File: config.mk
export PLATFORM = sky130hd
export DESIGN_NAME = mem_arbiter
export DESIGN_NICKNAME = d
export VERILOG_FILES = /design/src/rtl/mem_arbiter.sv
export SDC_FILE = /design/constraint.sdc
export NUM_CORES = 1
export LEC_CHECK = 0
export ABC_CLOCK_PERIOD_IN_PS = 2440
export BUFFER_PORTS_ARGS = -buffer_cell sky130_fd_sc_hd__buf_2
export CORE_ASPECT_RATIO = 0.6
export CORE_MARGIN = 5
export CORE_UTILIZATION = 36
export DETAILED_ROUTE_END_ITERATION = 12
export PLACE_DENSITY = 0.65
export SYNTH_ARGS = -nofsm -noshare
export SYNTH_HDL_FRONTEND = slang
export SYNTH_SLANG_ARGS = --single-unit
File: constraint.sdc
create_clock -name F14Mx2 -period 2.44 [get_ports F14Mx2]
set_input_delay 0.366 -clock F14Mx2 [delete_from_list [all_inputs] [get_ports F14Mx2]]
set_output_delay 0.366 -clock F14Mx2 [all_outputs]
set_load 0.05 [all_outputs]
File: src/rtl/mem_arbiter.sv
// rtl/mem_arbiter.sv - registered fixed-priority arbiter for the shared video/CPU memory port
// Downloader beats eraser beats VTL, except that a VTL starved for MAX_WAIT lost arbitrations wins outright.
module mem_arbiter #(
  parameter int ADDR_W   = 25,
  parameter int RD_LAT   = 2,
  parameter int MAX_WAIT = 8
) (
  input  logic              F14Mx2,
  input  logic              reset_n,
  input  logic              ldr_req,
  input  logic              ldr_we,
  input  logic [ADDR_W-1:0] ldr_addr,
  input  logic [7:0]        ldr_wdata,
  output logic              ldr_ack,
  input  logic              ers_req,
  input  logic              ers_we,
  input  logic [ADDR_W-1:0] ers_addr,
  input  logic [7:0]        ers_wdata,
  output logic              ers_ack,
  input  logic              vdc_req,
  input  logic              vdc_we,
  input  logic [ADDR_W-1:0] vdc_addr,
  input  logic [7:0]        vdc_wdata,
  output logic              vdc_ack,
  output logic [7:0]        rdata,
  output logic [ADDR_W-1:0] mem_addr,
  output logic [7:0]        mem_din,
  output logic              mem_wr,
  input  logic [7:0]        mem_dout,
  output logic [1:0]        owner,
  output logic              busy
);

  typedef enum logic [1:0] {S_IDLE, S_ACCESS, S_DONE} state_t;

  localparam logic [2:0] ACC_LAST = 3'(RD_LAT - 1);
  localparam logic [7:0] WAIT_MAX = 8'(MAX_WAIT);
  localparam logic [1:0] OWN_NONE = 2'd0;
  localparam logic [1:0] OWN_LDR  = 2'd1;
  localparam logic [1:0] OWN_ERS  = 2'd2;
  localparam logic [1:0] OWN_VDC  = 2'd3;

  state_t            state, state_d;
  logic [2:0]        acc_cnt, acc_cnt_d;
  logic [7:0]        wait_cnt, wait_cnt_d;
  logic              op_we, op_we_d;
  logic [1:0]        owner_d, grant;
  logic              busy_d, mem_wr_d;
  logic [ADDR_W-1:0] mem_addr_d, sel_addr;
  logic [7:0]        mem_din_d, sel_wdata, rdata_d;
  logic              sel_we;
  logic [2:0]        ack_d;

  always_comb begin
    grant = OWN_NONE;
    if (vdc_req && wait_cnt == WAIT_MAX) grant = OWN_VDC;
    else if (ldr_req)                    grant = OWN_LDR;
    else if (ers_req)                    grant = OWN_ERS;
    else if (vdc_req)                    grant = OWN_VDC;
  end

  always_comb begin
    sel_addr  = vdc_addr;
    sel_wdata = vdc_wdata;
    sel_we    = vdc_we;
    case (grant)
      OWN_LDR: begin sel_addr = ldr_addr; sel_wdata = ldr_wdata; sel_we = ldr_we; end
      OWN_ERS: begin sel_addr = ers_addr; sel_wdata = ers_wdata; sel_we = ers_we; end
      default: ;
    endcase
  end

  always_comb begin
    state_d    = state;
    acc_cnt_d  = acc_cnt;
    wait_cnt_d = wait_cnt;
    op_we_d    = op_we;
    owner_d    = owner;
    busy_d     = busy;
    mem_addr_d = mem_addr;
    mem_din_d  = mem_din;
    mem_wr_d   = 1'b0;
    rdata_d    = rdata;
    ack_d      = 3'b000;
    case (state)
      S_IDLE: begin
        if (grant != OWN_NONE) begin
          state_d    = S_ACCESS;
          acc_cnt_d  = 3'd0;
          owner_d    = grant;
          busy_d     = 1'b1;
          mem_addr_d = sel_addr;
          mem_din_d  = sel_wdata;
          mem_wr_d   = sel_we;
          op_we_d    = sel_we;
          // Starvation count only advances on arbitrations that VTL actually lost.
          if (grant == OWN_VDC)
            wait_cnt_d = 8'd0;
          else if (vdc_req && wait_cnt != WAIT_MAX)
            wait_cnt_d = wait_cnt + 8'd1;
        end
      end
      S_ACCESS: begin
        if (acc_cnt == ACC_LAST) begin
          // Capture read data and raise ack on the same edge so both are valid in DONE.
          state_d = S_DONE;
          if (!op_we) rdata_d = mem_dout;
          ack_d[owner - 2'd1] = 1'b1;
        end else begin
          acc_cnt_d = acc_cnt + 3'd1;
        end
      end
      S_DONE: begin
        state_d = S_IDLE;
        owner_d = OWN_NONE;
        busy_d  = 1'b0;
      end
      default: state_d = S_IDLE;
    endcase
  end

  always_ff @(posedge F14Mx2 or negedge reset_n) begin
    if (!reset_n) begin
      state    <= S_IDLE;
      acc_cnt  <= 3'd0;
      wait_cnt <= 8'd0;
      op_we    <= 1'b0;
      owner    <= OWN_NONE;
      busy     <= 1'b0;
      mem_addr <= '0;
      mem_din  <= 8'd0;
      mem_wr   <= 1'b0;
      rdata    <= 8'd0;
      ldr_ack  <= 1'b0;
      ers_ack  <= 1'b0;
      vdc_ack  <= 1'b0;
    end else begin
      state    <= state_d;
      acc_cnt  <= acc_cnt_d;
      wait_cnt <= wait_cnt_d;
      op_we    <= op_we_d;
      owner    <= owner_d;
      busy     <= busy_d;
      mem_addr <= mem_addr_d;
      mem_din  <= mem_din_d;
      mem_wr   <= mem_wr_d;
      rdata    <= rdata_d;
      ldr_ack  <= ack_d[0];
      ers_ack  <= ack_d[1];
      vdc_ack  <= ack_d[2];
    end
  end

endmodule

==> qor.csv, run 1 <==
metric;value;unit
final_max_slew_viol_count;0;
rsz0062_at_grt;false;
peakVddDrop;0.520;mV
antenna_found_initial;0;
outcome;finished, final reports clean;
cts_tree;built;
cp-end-kind;flop;
place.gp.congestion;0.806;
mappedNetlistNets;479;
clkTransAtPathRegs;50;ps
post-route-period-util;94.5;%
cts_made_buffers;9;
avgRoutedWirePerCell;15.9;um
design.die.area;11000;um2
post-route-util;53.8;%
grtUsageTotal;18.1;%
dpl-instance-area;4220;um2
fin_area;4640;um2
drc;0;
clock_insertion_delay_worst_skew;330;ps
ys.flop_type;dfrtp_1;
finalHoldViolations;0;
synth_edf_count;0;
ant_nets;0;
min_path_type;input port to async pin;
die_h;83.4;um
leakagePower;2.31;nW
drt_wl_total;10100;um
n_fill_cell;797;
total_power;6.08;mW
syn2layout_area_growth;43.4;%
nets;642;
synth_cells;356;
antennaDiodeCount;0;
post_drt_via_cell_ratio;5.13;
critical_path_class;flop to flop;
cts_htree_levels;3;
cp-start-kind;flop;
worstPathArrival;2560;ps
final_layout_size_suffix_gt1_share;41.5;%
critPathMaxFanout;6;
worst_pin_slew;688;ps
cap_violations;0;
yosys.cell_types.count;40;
ctsLongestPathBuffers;2;
ys.warnings.count;0;
cts_root_buf;clkbuf_16;
postSynthAreaPerCell;9.08;um2
io_buffers;162;
power_density;1310;nW/um2
rows;26;
first_global_vias;3183;
synth_seq_cells;62;
slew_headroom;54.1;%
grt_pass1_wl;16400;um
fin_tns_setup;0;ps
yosysSeqAreaShare;48.0;%
required;2690;ps
ctsHoldBuffers;0;
coreArea;8620;um2
clock_skew;6.39;ps
num_vias;3259;
setup_viol_count_final;0;
io-pin-count;163;
clock_sinks;62;
dpl.hpwl;7510;um
grt_max_degree;35;
netlist_area;3230;um2
async_flop_share;100;%
max_freq;0.434;GHz
fp.dieW;132;um
grt-ovfl-total;0;
fin_crit;2310;ps
first_pass_iters;4;
drt_iter0_drc;156;
start_util;37.5;%
## cells in the final DEF, fill, tap and decap left out, drive strengths merged, types with 3 or more instances in the layout
cell type / n
a21oi: 39
dfrtp: 62
ha: 8
clkbuf: 12
o21ai: 48
nand3: 6
nand2: 41
mux2: 9
nor3: 3
a22oi: 34
inv: 9
nor2: 42
nand4: 3
buf: 177
## registers in the layout (all words and copies together) (netlist names)
name / cells
acc_cnt: 3
ers_ack: 1
busy: 1
ldr_ack: 1
mem_addr: 25
owner: 2
vdc_ack: 1
state: 2
rdata: 8
mem_din: 8
wait_cnt: 8
mem_wr: 1
op_we: 1
## cell usage after synthesis, types with 3 or more instances
cell type	number	share of area, %
dfrtp_1	62	48
nand2_1	41	4.8
nor2_1	41	4.8
a21oi_1	39	6.0
a22oi_1	34	7.9
o21ai_0	33	5.1
clkbuf_1	18	2.1
o21ai_1	15	2.3
inv_1	9	1.0
mux2_2	9	3.1
ha_1	8	3.1
nand3_1	6	0.93
buf_2	5	0.77
nand4_1	3	0.58
## where the power goes
group	internal, mW	total, mW	switching, mW	leakage [nW]
Clock	0.943	1.38	0.436	0.155
Sequential	1.44	1.72	0.282	0.786
Combinational	0.885	2.98	2.09	1.37
Total	3.27	6.08	2.81	2.31
## through the flow
step / std cells / hold WS, ps / setup WS (ps)
2_1_floorplan: 356 / 70.4 / 8.24
3_3_place_gp: 616 / 436 / -56.4
3_5_place_dp: 616 / 451 / -191
4_1_cts: 631 / 92.1 / 38.7
5_1_grt: 635 / 132 / 6.68
6_report: 635 / 75.6 / 133
## critical path, cell delays in order (launching register included)
cell and delay (ps):
dfrtp_1 440, nor4b_4 400, a221o_1 250, inv_2 80, ha_4 170, or3_4 460, nor2_4 190, nand4_1 110
o21ai_1 140
## worst paths after layout
check	from	to	slack (ps)	depth (start not counted)
setup / recovery	wait_cnt[2]	wait_cnt[5]	130	8
hold / removal	reset_n	mem_addr[24]	80	1
setup reg to reg	wait_cnt[2]	wait_cnt[5]	130	8
hold reg to reg	mem_addr[16]	mem_addr[16]	480	2
max in group asynchronous	reset_n	acc_cnt[1]	1710	2
min in group F14Mx2	mem_dout[6]	rdata[6]	260	2
## cell type report
type                            instances  area [um2]  area share [%]
Timing Repair Buffer                  177         993            21.4
Clock buffer                           12         256            5.53
Tap cell                              112         140            3.02
Multi-Input combinational cell        260        1590            34.4
Inverter                                9        33.8           0.729
Clock inverter                          3        67.6            1.46
Sequential cell                        62        1550            33.5
## logic make-up after synthesis
family                     Yosys count  share of synthesized area (%)
AOI/OAI and AO/OA                  132                           24.3
and+or+nand+nor                    108                           16.1
buffers and inverters               35                           4.72
DFF                                 62                           48.0
adders and majority gates            8                           3.10
muxes                               11                           3.75
## per-layer routing
layer	vias to the layer above	track usage, %	part of all wire, %
li1	1608	-	-
met1	1517	22.8	43
met3	8	9.24	10
met5	-	0	0
met4	0	2.87	0.72
met2	126	28.3	46
## repair_timing
action | CTS | global route
pin swaps | 0 | 7
resized for setup | 3 | 11
buffers inserted | 0 | 3
setup endpoints to repair | 35 | 43
gates cloned | 0 | 1
Power figures use the tool's default switching activity.
==> run 2, diff against run 1 <==
REMOVE_ABC_BUFFERS = 1   (was not set)
==> qor.csv, run 2 (same netlist as run 1, synthesis figures left out) <==
metric;value;unit;change
multi_input_area;1600;um2;+0.71%
fin_area;4690;um2;+1.3%
critPathMaxFanout;6;;unchanged
grt_pass1_wl;15300;um;-6.6%
r2r-end;wait_cnt[7];;
slew_headroom;49.0;%;-5.1 points
max_freq;0.424;GHz;-2.1%
gr-usage-met2;27.4;%;-0.91 points
cts_htree_levels;3;;unchanged
timing.critical_path.buf_inv;2;;+1
path_cells;inv_2 > ha_4 > nor4bb_4 > a221o_1 > inv_2 > ha_4 > or3_2 > o41ai_2;;
critical_path_class;flop to flop;;
met3_usage;6.70;%;-2.5 points
grtUsageTotal;16.9;%;-1.2 points
ctsHoldBuffers;0;;unchanged
min_path_type;input port to async pin;;
cts_tree;built;;
die_h;83.4;um;unchanged
worst_pin_slew;765;ps;+77.0 ps
final_layout_size_suffix_gt1_share;42.3;%;+0.82 points
cts_root_buf;clkbuf_16;;
syn2layout_area_growth;45.2;%;
outcome;finished, final reports clean;;
clock_insertion_delay_worst_skew;330;ps;about the same
fin_crit;2360;ps;+49.9 ps
dpl.hpwl;7470;um;-0.54%
coreArea;8620;um2;unchanged
io_buffers;162;;unchanged
cp-start-kind;flop;;
rsz0062_at_grt;true;;
first_global_vias;3120;;-2.0%
design.die.area;11000;um2;unchanged
avgRoutedWirePerCell;15.3;um;-3.7%
finalHoldViolations;0;;unchanged
ff_latch_area;1550;um2;about the same
io-pin-count;163;;unchanged
reg2reg_from;wait_cnt[1];;
critPathTopFamily;simple AND/OR/NAND/NOR gates;;
drc;0;;unchanged
grt_max_degree;37;;+5.7%
place.gp.congestion;0.855;;+6.1%
ant_nets;0;;unchanged
peakVddDrop;0.833;mV;+60%
cts_made_buffers;9;;unchanged
critPathSlowestCell;or3_2;;
clock_sinks;62;;unchanged
mostFrequentLayoutCell;buf_2;;
drt_wl_total;9770;um;-3.1%
most-common-layout-cells;162 x buf_2, 61 x dfrtp_1, 41 x nor2_1, 41 x nand2_1, 38 x a21oi_1;;
clkTransAtPathRegs;50;ps;about the same
antenna_found_initial;0;;unchanged
largest-register;mem_addr;;
met1_usage;21.1;%;-1.7 points
nets;645;;+0.47%
cp-end-kind;flop;;
leakagePower;2.34;nW;+1.2%
start_util;37.5;%;unchanged
grt-ovfl-total;0;;unchanged
r2r_cells;8;;unchanged
post-route-period-util;96.6;%;+2.0 points
ctsLongestPathBuffers;2;;unchanged
num_vias;3229;;-0.92%
total_power;6.18;mW;+1.7%
drt_iter0_drc;160;;+2.6%
dpl-instance-area;4220;um2;about the same
clock_skew;4.82;ps;-1.57 ps
post_drt_via_cell_ratio;5.05;;-1.5%
rows;26;;unchanged
fp.dieW;132;um;unchanged
final_max_slew_viol_count;0;;unchanged
crit_path_max_incr_delay;590;ps;+130 ps
required;2670;ps;-20 ps
n_fill_cell;820;;+2.9%
place_ws;-17.6;ps;+173 ps
grt_busiest_layer;met2;;
cap_violations;0;;unchanged
antennaDiodeCount;0;;unchanged
power_density;1320;nW/um2;+0.39%
largest_register_ffs;25;;unchanged
ff2ff_setup_slack;80;ps;-50 ps
setup_ws;83.4;ps;-49.9 ps
first_pass_iters;4;;unchanged
worstPathArrival;2580;ps;+20 ps
setup_viol_count_final;0;;unchanged
-- run 2: power breakdown --
group	total, mW	leakage (nW)	switching [mW]	internal [mW]
registers	1.73	0.784	0.291	1.44
logic	2.97	1.39	2.09	0.882
clock network	1.48	0.166	0.449	1.03
-- run 2: timing repair --
item                                   in CTS  in global routing
setup buffers                               0                  4
gates resized for setup                     3                 16
setup endpoints to repair                  22                 42
pin swaps                                   0                  7
endpoints found under the hold margin       0                  0
gates cloned                                0                  1
-- run 2: layout make-up --
type / instances / share of cell area [%]
clock buffers: 11 / 5.17
clock inverters: 5 / 2.27
inverters: 9 / 0.720
multi-input cells: 260 / 34.2
flip-flops and latches: 62 / 33.1
well taps: 112 / 2.99
repair buffers: 180 / 21.6
-- run 2: how the worst max path moves through the flow --
stage	from	to	slack (ps)	depth (start not counted)
after floorplan	wait_cnt[0]	op_we	-600	9
after global placement	wait_cnt[1]	op_we	70	9
after detailed placement	wait_cnt[1]	mem_din[1]	-20	10
after CTS	wait_cnt[1]	mem_din[1]	30	9
after global routing	wait_cnt[1]	wait_cnt[2]	-40	10
final	wait_cnt[1]	wait_cnt[7]	80	8
-- run 2: metal layers --
metal  vias up  part of all wire, %
li1       1615                    -
met1      1483                   45
met2       122                   46
met3         9                  7.8
met4         0                 0.78
met5         -                    0
-- run 2: metrics by stage --
step | hold slack (ps) | util, % | cells | TNS, ps
after floorplan | 70.4 | - | 330 | -17000
after global placement | 457 | 49.0 | 618 | 0
after detailed placement | 469 | 49.0 | 618 | -99.4
after CTS | 122 | 53.2 | 634 | 0
after global routing | 170 | 54.5 | 639 | -94.8
final | 107 | 54.5 | 639 | 0
==> run 3, diff against run 2 <==
CORE_ASPECT_RATIO = 0.9   (was 0.6)
==> qor.csv, run 3 (same netlist as run 1, synthesis figures left out) <==
metric;value;unit;change
cts_tree;built;;
largest_register_ffs;25;;unchanged
ctsHoldBuffers;0;;unchanged
clock_sinks;62;;unchanged
max_freq;0.427;GHz;+0.63%
largest-register;mem_addr;;
critical_path_class;flop to flop;;
post-route-util;52.0;%;-2.5 points
worstPathArrival;2540;ps;-40 ps
grt-ovfl-total;0;;unchanged
cts_root_buf;clkbuf_8;;
grt_pass1_wl;14300;um;-6.4%
fin_crit;2340;ps;-14.9 ps
first_pass_iters;4;;unchanged
cts_htree_levels;3;;unchanged
die_h;99.9;um;+20%
drc;0;;unchanged
fin_area;4520;um2;-3.8%
fin_tns_setup;0;ps;unchanged
n_fill_cell;852;;+3.9%
io_buffers;162;;unchanged
cp-start-kind;flop;;
cap_violations;0;;unchanged
cts_made_buffers;9;;unchanged
start_util;37.2;%;-0.29 points
drt_wl_total;8770;um;-10%
dpl.hpwl;6700;um;-10%
finalHoldViolations;0;;unchanged
mostFrequentLayoutCell;buf_2;;
dp_cells;623;;+0.81%
setup_viol_count_final;0;;unchanged
drt_iter0_drc;61;;-62%
rows;32;;+23%
slew_headroom;67.6;%;+19 points
dpl-instance-area;4200;um2;-0.44%
final_max_slew_viol_count;0;;unchanged
fp.dieW;110;um;-17%
syn2layout_area_growth;39.7;%;
ant_nets;0;;unchanged
worst_pin_slew;486;ps;-279 ps
avgRoutedWirePerCell;13.7;um;-11%
antennaDiodeCount;0;;unchanged
multi_input_area;1590;um2;-0.62%
place_ws;-97.5;ps;-79.9 ps
final_layout_size_suffix_gt1_share;41.8;%;-0.55 points
cp-end-kind;flop;;
post_drt_via_cell_ratio;4.85;;-4.0%
peakVddDrop;0.576;mV;-31%
required;2640;ps;-30 ps
nets;641;;-0.62%
first_global_vias;3025;;-3.0%
ff_latch_area;1550;um2;about the same
io-pin-count;163;;unchanged
leakagePower;2.26;nW;-3.0%
antenna_found_initial;0;;unchanged
grt_max_degree;63;;+70%
setup_ws;98.3;ps;+14.9 ps
critPathMaxFanout;6;;unchanged
clkTransAtPathRegs;70;ps;+20 ps
final_cells;641;;+0.31%
grtUsageTotal;16.4;%;-0.49 points
post-route-period-util;96.0;%;-0.61 points
hold_slack;25.1;ps;-81.8 ps
power_density;1230;nW/um2;-6.2%
total_power;5.58;mW;-9.7%
ctsLongestPathBuffers;2;;unchanged
most-common-layout-cells;162 x buf_2, 62 x dfrtp_1, 41 x nor2_1, 41 x nand2_1, 38 x a21oi_1;;
outcome;finished, final reports clean;;
place.gp.congestion;0.838;;-2.0%
coreArea;8690;um2;+0.78%
min_path_type;input port to async pin;;
clock_insertion_delay_worst_skew;330;ps;about the same
num_vias;3109;;-3.7%
design.die.area;11000;um2;-0.54%
clock_skew;10.6;ps;+5.73 ps
## run 3: report_power, final
part | internal, mW | switching, mW
sequential | 1.44 | 0.282
clock | 0.621 | 0.372
combinational | 0.838 | 2.03
total | 2.90 | 2.68
## run 3: final cells by class
cell class	count	share of cell area (%)
clock buffer	11	3.35
sequential	62	34.3
multi-input combinational	259	35.3
inverter	9	0.748
tap	119	3.30
timing repair buffer	177	21.4
clock inverter	4	1.55
## run 3: worst max-delay path, stage by stage, from the launching register on
cell and delay, ps:
dfrtp_1 400, inv_2 80, ha_2 180, nor4bb_4 210, a221o_1 220, inv_2 60
ha_2 180, or3_4 460, buf_6 170, o21ai_4 160, o41ai_4 90
## run 3: what timing repair did
item / 4_1_cts / 5_1_grt
pin swaps: 0 / 4
endpoints found under the setup margin: 34 / 41
buffers inserted: 0 / 3
resized for setup: 3 / 14
## run 3: final timing paths
kind	startpoint	endpoint	slack (ps)	cells after the start
max in group asynchronous	reset_n	mem_addr[20]	2140	2
min in group F14Mx2	mem_dout[6]	rdata[6]	270	2
worst min register to register	mem_addr[10]	mem_addr[10]	470	2
worst max register to register	wait_cnt[1]	wait_cnt[7]	100	10
worst min-delay path	reset_n	mem_din[5]	30	2
worst max-delay path	wait_cnt[1]	wait_cnt[7]	100	10
## run 3: per-layer routing
metal  up-vias  track usage, %  part of all wire, %
met2       105            26.8                   48
met4         0            4.03                  1.1
met5         -               0                    0
li1       1588               -                    -
met1      1406            20.0                   42
met3        10            6.82                  9.1
